`config.mk`:
```
export PLATFORM = sky130hd
export DESIGN_NAME = joy_keymap
export DESIGN_NICKNAME = d
export VERILOG_FILES = /design/src/rtl/joy_keymap.sv
export SDC_FILE = /design/constraint.sdc
export NUM_CORES = 1
export LEC_CHECK = 0
export ABC_AREA = 0
export BUFFER_PORTS_ARGS = -buffer_cell sky130_fd_sc_hd__buf_2
export CORE_MARGIN = 4
export CORE_UTILIZATION = 35
export DETAILED_ROUTE_END_ITERATION = 10
export SLEW_MARGIN = 10
export SYNTH_ARGS = -nofsm -noshare
export SYNTH_HDL_FRONTEND = slang
export SYNTH_SLANG_ARGS = --single-unit
```
`constraint.sdc`:
```
create_clock -name clk -period 3.2 [get_ports clk]
set_input_delay 0.16 -clock clk [delete_from_list [all_inputs] [get_ports clk]]
set_output_delay 0.16 -clock clk [all_outputs]
set_load 0.1 [all_outputs]
```
`src/rtl/joy_keymap.sv`:
```
// Joystick-to-keyboard mapper: scans button levels, queues make/break codes for
// emulated key presses, and merges them with a pass-through PS/2 key stream.
module joy_keymap_af #(
    parameter int AF_HALF = 250000
) (
    input  logic clk,
    input  logic rst_n,
    input  logic en,
    input  logic fire,
    output logic phase
);
    localparam int CW = $clog2(AF_HALF);

    logic [CW-1:0] cnt;

    // Phase parks at 1 while idle so every fresh press reports a make first.
    always_ff @(posedge clk or negedge rst_n) begin
        if (!rst_n) begin
            cnt   <= '0;
            phase <= 1'b1;
        end else if (!en || !fire) begin
            cnt   <= '0;
            phase <= 1'b1;
        end else if (cnt == CW'(AF_HALF - 1)) begin
            cnt   <= '0;
            phase <= ~phase;
        end else begin
            cnt <= cnt + 1'b1;
        end
    end
endmodule

module joy_keymap #(
    parameter int NUM_JOY    = 2,
    parameter int NUM_BTN    = 8,
    parameter int FIFO_DEPTH = 16,
    parameter int AF_HALF    = 250000
) (
    input  logic                       clk,
    input  logic                       reset_n,
    input  logic [NUM_JOY*NUM_BTN-1:0] joy_in,
    input  logic [2*NUM_JOY-1:0]       cfg_mode,
    input  logic [NUM_JOY-1:0]         autofire_en,
    input  logic [10:0]                ps2_key,
    output logic                       key_strobe,
    output logic                       key_press,
    output logic [8:0]                 key_code,
    output logic                       queue_full
);
    localparam int NB    = NUM_JOY * NUM_BTN;
    localparam int IW    = $clog2(NB);
    localparam int BW    = $clog2(NUM_BTN);
    localparam int CHW   = (NUM_JOY > 1) ? $clog2(NUM_JOY) : 1;
    localparam int AW    = $clog2(FIFO_DEPTH);
    localparam int FIRE1 = (NUM_BTN > 4) ? 4 : 0;
    localparam logic [AW:0] FULL_OCC = (AW+1)'(FIFO_DEPTH);

    // Async assert, clock-aligned release for everything downstream.
    logic [1:0] rst_sync;
    logic       rst_n;

    always_ff @(posedge clk or negedge reset_n) begin
        if (!reset_n) rst_sync <= 2'b00;
        else          rst_sync <= {rst_sync[0], 1'b1};
    end
    assign rst_n = rst_sync[1];

    logic [NUM_JOY-1:0] af_phase;

    for (genvar j = 0; j < NUM_JOY; j++) begin : g_af
        joy_keymap_af #(.AF_HALF(AF_HALF)) u_af (
            .clk   (clk),
            .rst_n (rst_n),
            .en    (autofire_en[j]),
            .fire  (joy_in[j*NUM_BTN + FIRE1] & (NUM_BTN > 4)),
            .phase (af_phase[j])
        );
    end

    logic [NB-1:0] eff;

    always_comb begin
        eff = joy_in;
        for (int j = 0; j < NUM_JOY; j++)
            if (NUM_BTN > 4 && autofire_en[j] && !af_phase[j])
                eff[j*NUM_BTN + FIRE1] = 1'b0;
    end

    function automatic logic [8:0] key_of(input logic [1:0] mode, input logic [2:0] btn);
        logic [8:0] k;
        k = 9'h000;
        case (mode)
            2'd1: case (btn)
                3'd0: k = 9'h03D; 3'd1: k = 9'h036; 3'd2: k = 9'h03E; 3'd3: k = 9'h046;
                3'd4: k = 9'h045; 3'd5: k = 9'h03A; 3'd6: k = 9'h031; default: k = 9'h032;
            endcase
            2'd2: case (btn)
                3'd0: k = 9'h01E; 3'd1: k = 9'h016; 3'd2: k = 9'h026; 3'd3: k = 9'h025;
                3'd4: k = 9'h02E; 3'd5: k = 9'h01A; 3'd6: k = 9'h022; default: k = 9'h021;
            endcase
            2'd3: case (btn)
                3'd0: k = 9'h174; 3'd1: k = 9'h16B; 3'd2: k = 9'h172; 3'd3: k = 9'h175;
                3'd4: k = 9'h05A; 3'd5: k = 9'h00D; 3'd6: k = 9'h029; default: k = 9'h076;
            endcase
            default: k = 9'h000;
        endcase
        return k;
    endfunction

    logic [IW-1:0]  idx;
    logic [BW-1:0]  btn;
    logic [CHW-1:0] ch;
    logic [NB-1:0]  joy_r;
    logic [9:0]     mem [FIFO_DEPTH];
    logic [AW:0]    wr_ptr, rd_ptr, occ;
    logic [1:0]     cur_mode;
    logic           change, empty, push, upd;

    assign occ        = wr_ptr - rd_ptr;
    assign empty      = (wr_ptr == rd_ptr);
    assign queue_full = (occ == FULL_OCC);
    assign cur_mode   = cfg_mode[{ch, 1'b0} +: 2];
    assign change     = (eff[idx] != joy_r[idx]);
    assign push       = change && (cur_mode != 2'd0) && !queue_full;
    // A blocked change leaves joy_r alone so the next visit retries it.
    assign upd        = change && ((cur_mode == 2'd0) || !queue_full);

    always_ff @(posedge clk or negedge rst_n) begin
        if (!rst_n) begin
            idx    <= '0;
            btn    <= '0;
            ch     <= '0;
            joy_r  <= '0;
            wr_ptr <= '0;
        end else begin
            if (idx == IW'(NB - 1)) begin
                idx <= '0;
                btn <= '0;
                ch  <= '0;
            end else begin
                idx <= idx + 1'b1;
                if (btn == BW'(NUM_BTN - 1)) begin
                    btn <= '0;
                    ch  <= ch + 1'b1;
                end else begin
                    btn <= btn + 1'b1;
                end
            end
            if (upd)  joy_r[idx] <= eff[idx];
            if (push) wr_ptr     <= wr_ptr + 1'b1;
        end
    end

    always_ff @(posedge clk) begin
        if (push) mem[wr_ptr[AW-1:0]] <= {eff[idx], key_of(cur_mode, 3'(btn))};
    end

    logic ps2_copy, ps2_armed, ps2_evt;

    assign ps2_evt = ps2_armed && (ps2_key[10] != ps2_copy);

    always_ff @(posedge clk or negedge rst_n) begin
        if (!rst_n) begin
            ps2_armed <= 1'b0;
            ps2_copy  <= 1'b0;
        end else begin
            ps2_armed <= 1'b1;
            ps2_copy  <= ps2_key[10];
        end
    end

    // PS/2 traffic wins; queued joystick events drain in any idle cycle.
    always_ff @(posedge clk or negedge rst_n) begin
        if (!rst_n) begin
            key_strobe <= 1'b0;
            key_press  <= 1'b0;
            key_code   <= '0;
            rd_ptr     <= '0;
        end else begin
            key_strobe <= ps2_evt | ~empty;
            if (ps2_evt) begin
                key_press <= ps2_key[9];
                key_code  <= ps2_key[8:0];
            end else if (!empty) begin
                {key_press, key_code} <= mem[rd_ptr[AW-1:0]];
                rd_ptr <= rd_ptr + 1'b1;
            end
        end
    end
endmodule

```
=== Word level (Yosys, flattened, before mapping) ===
Memory sizes are Yosys's and may differ from the RTL's.
Cells that the tools add are included.

* Bits in registers: 87
* Bits in writable memories: 160
* Bits of input ports: 35
* Output and inout bits: 12
* Word-level logic and storage cells: 108
* Memories kept: 1

* Add/subtract/negate cells: 8
* $lt $le $gt $ge: 2
* Eq/ne operators: 18
* Shift operators: 1
* Muxes and demuxes: 33
* Bitwise logic cells: 5
* Reduce and logical (&&, ||, !) cells: 24

{| class="wikitable"
|+ Memories
! name !! words !! bits a word !! read ports !! clocked after Yosys merged registers in !! wr ports !! RTL line !! text
|-
| mem || 16 || 10 || 1 || 0 || 1 || 114 || <nowiki>logic [9:0] mem [FIFO_DEPTH];</nowiki>
|}

{| class="wikitable"
|+ Operators with widths
! kind !! count
|-
| 18-bit two-way mux || 4
|-
| 9-bit case mux with 7 select lines || 1
|-
| 7-bit case mux with 7 select lines || 1
|-
| 6-bit case mux with 7 select lines || 1
|-
| 18-bit by 1-bit adder with 18-bit output (second input constant) || 2
|-
| 18-bit equality test (second input constant) || 2
|-
| 9-bit two-way mux || 3
|-
| 9-bit case mux with 3 select lines || 1
|-
| 16-bit bitwise mux || 1
|-
| 1-bit two-way mux || 15
|-
| 3-bit equality test (second input constant) || 4
|-
| 5-bit by 1-bit adder with 5-bit output (second input constant) || 2
|-
| 1-bit binary-select mux with 4-bit select || 2
|-
| 2-bit nonzero test || 4
|-
| 1-bit logical AND || 7
|-
| 1-bit logical NOT || 7
|-
| 3-bit by 2-bit equality test with 1-bit output (second input constant) || 2
|-
| 3-bit two-way mux || 2
|-
| 5-bit equality test || 1
|-
| 5-bit equality test (second input constant) || 1
|-
| 4-bit by 5-bit less-than comparator with 1-bit output (second input constant) || 1
|-
| 5-bit subtractor || 1
|-
| 4-bit by 1-bit adder with 4-bit output (second input constant) || 1
|-
| 1-bit demux with 4-bit select || 1
|-
| 17 further kinds || 24
|}

=== Longest topological paths before layout ===
Gate-level depths: netlist (run 1).

* Depth after elaboration: 10
* Mapped depth: 12
* Depth with buffers taken out: 9

=== Hierarchy ===
From an unflattened synthesis (run 1), not the netlist that was laid out.

* Cells, all modules: 722
* Area, all modules: 10,491.3 um^2

{| class="wikitable"
|+ Modules (own cells, without submodules)
! module !! times used !! cells each !! area an instance (um^2) !! sequential area each (um^2)
|-
| joy_keymap || 1 || 528 || 8,541.9 || 5,550.3
|-
| joy_keymap_af || 2 || 97 || 974.7 || 476.7
|}

=== Least setup slack after synthesis (run 1) ===
OpenSTA, ideal clock, no wires.

* Kind: reg2reg
* From: reg rd_ptr[1]
* To: reg joy_r[10]
* Library setup time: 127 ps
* Data arrival time: 4,536 ps
* Required time: 3,073 ps
* Slack: -1,464 ps
* Cell stages (with the launch flop): 13
* Path buffers: 3
* Period minus slack after synthesis: 4,664 ps
* Path through: dfrtp_1 clkbuf_1 clkbuf_1 inv_1 ha_1 nor2b_1 o21a_1 or4_1 a211oi_2 nand2_1 buf_2 nand4_1 mux2_1

* Word-level cells in the longest chain between the ends: 5

{| class="wikitable"
|+ RTL lines
! what !! RTL line !! text
|-
| start: declaration || 115 || <nowiki>logic [AW:0] wr_ptr, rd_ptr, occ;</nowiki>
|-
| start signal: assignment || 186 || <nowiki>rd_ptr <= rd_ptr + 1'b1;</nowiki>
|-
| 5-bit subtractor || 119 || <nowiki>assign occ = wr_ptr - rd_ptr;</nowiki>
|-
| 5-bit equality test || 121 || <nowiki>assign queue_full = (occ == FULL_OCC);</nowiki>
|-
| via queue_full || 48 || <nowiki>output logic queue_full</nowiki>
|-
| 1-bit logical NOT || 126 || <nowiki>assign upd = change && ((cur_mode == 2'd0) || !queue_full);</nowiki>
|-
| 1-bit logical OR || 126 ||
|-
| 1-bit logical AND || 126 ||
|-
| end signal: indexed assignment || 149 || <nowiki>if (upd) joy_r[idx] <= eff[idx];</nowiki>
|-
| end: declaration || 113 || <nowiki>logic [NB-1:0] joy_r;</nowiki>
|}

The timed path passes the listed nets, and every way through them passes these cells.
A chain may end at the register's enable or synchronous reset.

=== Worst setup path after layout (run 1) ===
* From: reg idx[0]
* To: mem mem[11][3], enable pin

* Word-level cells in the longest chain between the ends: 7
* Elaborated cells on any way between the ends: 9
* Those cells by class: eq/ne: 1; mux: 6; reduce/logical: 2

{| class="wikitable"
|+ RTL lines
! what !! RTL line !! text
|-
| start: declaration || 110 || <nowiki>logic [IW-1:0] idx;</nowiki>
|-
| start signal: assignment || 141 || <nowiki>idx <= idx + 1'b1;</nowiki>
|-
| 1-bit binary-select mux with 4-bit select || 123 || <nowiki>assign change = (eff[idx] != joy_r[idx]);</nowiki>
|-
| 1-bit two-way mux (implied by the code) || 123 ||
|-
| 1-bit != test * || 123 ||
|-
| 1-bit logical AND * (2 in series) || 124 || <nowiki>assign push = change && (cur_mode != 2'd0) && !queue_full;</nowiki>
|-
| 1-bit two-way mux * || 155 || <nowiki>if (push) mem[wr_ptr[AW-1:0]] <= {eff[idx], key_of(cur_mode, 3'(btn))};</nowiki>
|-
| 1-bit two-way mux (implied by the code) * || 155 ||
|-
| end: declaration || 114 ||
|}

Every way passes the cells marked *; elsewhere a longest branch is shown, timed or not. The select of a mux whose other input is x is not followed.

==> summary.md, run 1 <==
| Metric | Value |
|---|---|
| CTS tree | `yes` |
| Largest net degree at the start of global routing | `40` |
| Routed vias | `5964` |
| RSZ-0062 raised after global routing | `false` |
| Leak | `4.467 nW` |
| Placed standard-cell area | `around 11000 sq um` |
| DP HPWL | `13.93 mm` |
| First drt pass iteration count | `4` |
| Final setup TNS | `0 ns` |
| Final hold vios | `0` |
| Antenna violations before repair | `0` |
| Cell taking the most area after synthesis | `edfxtp_1` |
| Critical path capture point type | `register` |
| Vias in the first global route | `6191` |
| Top fanout value on the critical path | `21` |
| Hold Path Class | `reg -> async` |
| Die Width | `approximately 180 um` |
| Via density | `approximately 5.0` |
| CTS Buf Count | `25` |
| Most common cell after layout, fill and taps aside | `edfxtp_1` |
| Ys flop type | `edfxtp_1` |
| Setup violations, final | `0` |
| Most frequent cells in the layout | `edfxtp_1, dfrtp_1, nor2_1` |
| Number of nets in the layout | `850` |
| Design Area, Final | `12270 sq um` |
| # IOs | `47` |
| # diodes | `0` |
| # H-tree levels | `1` |
| Multi-input gate area | `3756 sq um` |
| Post-Syn Area | `10330 sq um` |
| Startpoint types | `register` |
| Sequential area share after synthesis | `0.6298` |
| Post-synthesis cell type count | `57` |
| Final worst path period share | `0.9224` |
| Clock Path Buffers | `3` |
| Drt drc | `0` |
| Crit path kind | `reg -> reg` |
| First-pass GRT wire length | `around 34 mm` |
| Global-route usage over all layers | `0.1255` |
| Clock Skews | `0.02205 ns` |
| DRT antenna net count | `0` |
| WP data required | `roughly 3.4 ns` |
| Slew Viols, Final | `0` |
| Fillers | `between 2k and 3k` |
| Worst-path clk slew | `0.06 ns` |
| Final setup margin | `0.2483 ns` |
| # Max-Cap Violations | `0` |
| Synth top area share | `0.4187` |
| # Post-CTS Setup Buffers | `0` |
| Die Y | `179.8 um` |
| Gpl congestion | `0.7712` |
| CP arrival | `3.15 ns` |
| Place WS | `0.2231 ns` |
| Seq cells post-synth | `231` |
| Worst-Margin Slew | `0.8844 ns` |
| FF+latch area | `approximately 6500 sq um` |
| Outcome | `finished clean` |
| Initial Utilization | `0.3569` |
| Post-synth EDFFs | `about 140` |
| Site Rows | `62` |
| Reg2reg path depth | `8` |
| Layout cell share with drive strength beyond 1 | `0.2337` |
| Initial DRC Count | `486` |
| Clock Latency Late Sink | `0.52 ns` |
| WL/cell | `16.80 um` |
| Clock tree sinks | `231` |
| Synthesis-to-finish area growth | `18.84%` |
| Synth async-reset ratio | `0.3766` |
| Yosys warns | `0` |
| Post-Route WL | `20.11 mm` |
| GRT Residual Overflow | `0` |
| Core box area | `28940 sq um` |
| Pwr/cell area | `792.1 nW/um^2` |
| FF-to-FF End | `mem[11][3]` |
| Top cells by area, synth | `edfxtp_1, dfrtp_1, mux4_2, nor2_1, ha_1` |
| Clk root buf | `clkbuf_16` |
| Slew margin rel. | `0.4082` |
| Tmin final | `2.952 ns` |
| Worst r2r src | `idx[0]` |
| Synth Area per Inst | `about 15 sq um` |
| Port bufs | `46` |
| Cell count after synthesis | `708` |
| Die area | `around 32000 sq um` |
| Worst vdd ir | `0.0004542 V` |
| Achievable clock frequency | `~340 MHz` |
| Flop-to-flop setup slack | `about 0.25 ns` |
## kinds of logic (layout without fill, tap and decap cells)
logic type,Yosys count,count (layout),share of synthesized area
compound gates,53,53,0.03441
xor+xnor,49,49,0.04337
fa+ha+maj,21,21,0.02544
buf+inv,48,152,0.02108
flops,231,231,0.6298
mux,72,72,0.1368
other cells,1,2,0.0003631
simple gates,233,233,0.1088
## worst max-delay path, stage by stage (launching register included)
cell and delay, ns:
dfrtp_1 0.41, buf_4 0.19, inv_1 0.18, mux4_2 0.33
a221o_1 0.43, xor2_4 0.20, buf_4 0.26, and2_4 0.22
and4b_2 0.41
## metrics by stage
step,total power [mW],hold slack [ns],cells,util
final,9.721,0.2947,1197,0.4242
after floorplan,6.192,-0.1356,709,-
after detailed placement,6.853,-0.05108,1134,0.3889
after CTS,9.856,0.2976,1197,0.4242
after global routing,10.23,0.3130,1197,0.4242
after global placement,6.808,-0.05314,1134,0.3889
## report_power, final
part           internal, mW  switching [mW]
logic                  1.20            1.84
clock network          1.83            1.13
registers              3.55           0.168
## synthesized netlist by cell type, types with 8 or more instances
| cell | number |
|---|---|
| inv_1 | 16 |
| a31oi_1 | 9 |
| nor3_1 | 16 |
| ha_1 | 21 |
| edfxtp_1 | 144 |
| a21oi_1 | 8 |
| clkbuf_1 | 20 |
| dfrtp_1 | 85 |
| nand4_1 | 23 |
| xor2_1 | 24 |
| nand2_1 | 45 |
| nand3_1 | 31 |
| o21ai_0 | 9 |
| xnor2_1 | 24 |
| mux4_2 | 51 |
| mux2_1 | 16 |
| nor4_1 | 10 |
| nor2_1 | 78 |
## area by class of cell
type                            instances  share of cell area
Clock buffer                           28             0.05189
Clock inverter                         18             0.01743
Inverter                               17            0.005403
Multi-Input combinational cell        430              0.3060
Sequential cell                       231              0.5303
Tap cell                              384             0.03915
Timing Repair Buffer                   89             0.04975
## sequential cells by signal, summed over array words and instances (netlist names)
| name | flops |
|---|---|
| ch | 1 |
| rd_ptr | 5 |
| g_af.u_af.phase | 2 |
| g_af.u_af.cnt | 36 |
| btn | 3 |
| key_press | 1 |
| key_code | 9 |
| wr_ptr | 5 |
| rst_sync | 2 |
| joy_r | 16 |
| idx | 4 |
| ps2_copy | 1 |
| key_strobe | 1 |
| ps2_armed | 1 |
| mem | 144 |
## worst max path at each step
stage          slack [ns]  depth (start not counted)      start    endpoint
2_1_floorplan       -0.43                         12  rd_ptr[1]   joy_r[10]
3_5_place_dp         0.22                          8     idx[0]  mem[11][5]
5_1_grt              0.09                          8     idx[0]  mem[11][4]
3_3_place_gp         0.33                          7     idx[0]  mem[11][2]
4_1_cts              0.22                          7     idx[0]  mem[14][3]
6_report             0.25                          8     idx[0]  mem[11][3]
## what timing repair did
| action | in CTS | in global routing |
|---|---|---|
| setup endpoints to repair | 0 | 0 |
| endpoints found under the hold margin | 15 | 0 |
| hold buffers | 17 | 0 |
| resized for setup | 0 | 0 |
## metal layers
layer / up-vias / routed length (um) / GRT usage
met5: - / 0 / 0
met4: 0 / 269 / 0.02560
met3: 26 / 1035 / 0.02587
met2: 136 / 9570 / 0.2008
met1: 2954 / 9237 / 0.1798
li1: 2848 / - / -
Power figures use the tool's default switching activity.
==> inputs of run 2 (changes only) <==
Settings changed: PLACE_DENSITY set to 0.62.
==> summary.md, run 2 (synthesis gave the netlist of run 1 again) <==
| Metric | Value |
|---|---|
| Slew margin rel. | `0.4115 (+0.003318)` |
| Pwr/cell area | `795.2 nW/um^2 (+0.40%)` |
| Reg2reg path depth | `8 (unchanged)` |
| DRT antenna net count | `0 (unchanged)` |
| Clock Latency Late Sink | `0.52 ns (about the same)` |
| Most common cell after layout, fill and taps aside | `edfxtp_1` |
| Most frequent cells in the layout | `edfxtp_1, dfrtp_1, nor2_1` |
| Clock Path Buffers | `3 (unchanged)` |
| Worst-Margin Slew | `0.8752 ns (-0.009192 ns)` |
| Final setup margin | `0.1895 ns (-0.05887 ns)` |
| DP HPWL | `13.90 mm (-0.23%)` |
| # diodes | `0 (unchanged)` |
| CTS Buf Count | `24 (-4.0%)` |
| Setup violations, final | `0 (unchanged)` |
| Die Width | `179.8 um (unchanged)` |
| Initial DRC Count | `392 (-19%)` |
| Clock Skews | `0.02181 ns (-0.0002420 ns)` |
| Top fanout value on the critical path | `21 (unchanged)` |
| Fillers | `2615 (+1.4%)` |
| # IOs | `47 (unchanged)` |
| Synthesis-to-finish area growth | `18.95% (about the same)` |
| Via density | `5.068 (+1.7%)` |
| Core box area | `28940 sq um (unchanged)` |
| Final worst path period share | `0.9408 (+0.01840)` |
| Hold Path Class | `in -> reg` |
| Largest net degree at the start of global routing | `40 (unchanged)` |
| Initial Utilization | `0.3569 (unchanged)` |
| GRT Residual Overflow | `0 (unchanged)` |
| Antenna violations before repair | `0 (unchanged)` |
| # Max-Cap Violations | `0 (unchanged)` |
| Gpl congestion | `0.7841 (+1.7%)` |
| Outcome | `finished clean` |
| Post-Route WL | `20.81 mm (+3.5%)` |
| Port bufs | `46 (unchanged)` |
| Layout cell share with drive strength beyond 1 | `0.2398 (+0.006100)` |
| # H-tree levels | `1 (unchanged)` |
| Number of nets in the layout | `847 (-0.35%)` |
| Slew Viols, Final | `0 (unchanged)` |
| Vias in the first global route | `6167 (-0.39%)` |
| Die Y | `179.8 um (unchanged)` |
| Final hold vios | `0 (unchanged)` |
| First drt pass iteration count | `5 (+1)` |
| Min-Delay Path Depth | `2` |
| Leak | `4.465 nW (about the same)` |
| WP data required | `3.39 ns (about the same)` |
| CP arrival | `3.20 ns (+0.05 ns)` |
| Routed vias | `6046 (+1.4%)` |
| WL/cell | `17.44 um (+3.8%)` |
| Die area | `32320 sq um (unchanged)` |
| Tmin final | `3.011 ns (+0.05887 ns)` |
| Critical path capture point type | `register` |
| Place WS | `0.05835 ns (-0.1647 ns)` |
| Global-route usage over all layers | `0.1301 (+0.004573)` |
| First-pass GRT wire length | `34.69 mm (+1.9%)` |
| Clock tree sinks | `231 (unchanged)` |
| RSZ-0062 raised after global routing | `false` |
| Achievable clock frequency | `332.2 MHz (-2.0%)` |
| Largest register FFs | `144 (unchanged)` |
| CTS tree | `yes` |
| Worst-path clk slew | `0.06 ns (about the same)` |
| Worst vdd ir | `0.0004262 V (-6.2%)` |
| Drt drc | `0 (unchanged)` |
| Hold WS | `0.3123 ns (+0.01756 ns)` |
| Site Rows | `62 (unchanged)` |
| Crit path kind | `reg -> reg` |
| Startpoint types | `register` |
| Clk root buf | `clkbuf_16` |
[run 2: cell types whose count changed in the layout (fill, tap and decap cells not counted), sizes merged]
| cell | change |
|---|---|
| clkbuf | -3 |
| buf | -2 |
| clkinvlp | +1 |
[run 2: metrics by stage]
stage          cells  cell area [sq um]  power (mW)  TNS [ns]  utilization
6_report        1193              12280       9.769         0       0.4245
5_1_grt         1193              12280       10.29         0       0.4245
4_1_cts         1192              12250       9.882         0       0.4234
3_5_place_dp    1131              11230       6.874         0       0.3881
3_3_place_gp    1131              11230       6.848         0       0.3881
2_1_floorplan    709              10530       6.192    -54.85            -
[run 2: layout make-up]
cell class              instances  area (sq um)  share of cell area
clock inverters                19         236.5             0.01925
flip-flops and latches        231          6509              0.5298
multi-input cells             430          3770              0.3069
repair buffers                 87         608.1             0.04950
inverters                      17         66.31            0.005398
well taps                     384         480.5             0.03911
clock buffers                  25         614.3             0.05001
[run 2: report_power, final]
group / leakage (nW) / internal [mW] / total [mW] / switching [mW]
clock: 0.409 / 1.80 / 2.96 / 1.16
sequential: 2.43 / 3.55 / 3.73 / 0.174
combinational: 1.63 / 1.21 / 3.08 / 1.88
[run 2: worst paths after layout]
| path | start | endpoint | slack (ns) |
|---|---|---|---|
| max in group asynchronous | rst_sync[1] | g_af[0].u_af.phase | 2.08 |
| worst max register to register | idx[0] | mem[11][1] | 0.19 |
| min in group asynchronous | rst_sync[1] | rd_ptr[1] | 0.32 |
| worst min-delay path | ps2_key[10] | ps2_copy | 0.31 |
| worst max-delay path | idx[0] | mem[11][1] | 0.19 |
| worst min register to register | rst_sync[1] | rd_ptr[1] | 0.32 |
[run 2: critical path, cell delays in order, from the launching register on]
cell and delay [ns]:
dfrtp_1 0.41, buf_4 0.19, inv_1 0.18, mux4_2 0.33, a221o_1 0.42, xor2_4 0.23, buf_4 0.28, and2_4 0.22
and4b_2 0.43
[run 2: timing repair]
item                                   CTS  global route
hold buffers                            17             0
setup endpoints to repair                0            36
gates resized for setup                  0             3
buffers inserted                         0             1
endpoints found under the hold margin   15             0
[run 2: per-layer routing]
layer,wire (um),global-route usage,vias to the layer above
met3,928,0.02365,28
li1,-,-,2846
met4,394,0.02499,0
met2,9532,0.2026,135
met5,0,0,-
met1,9956,0.1939,3037
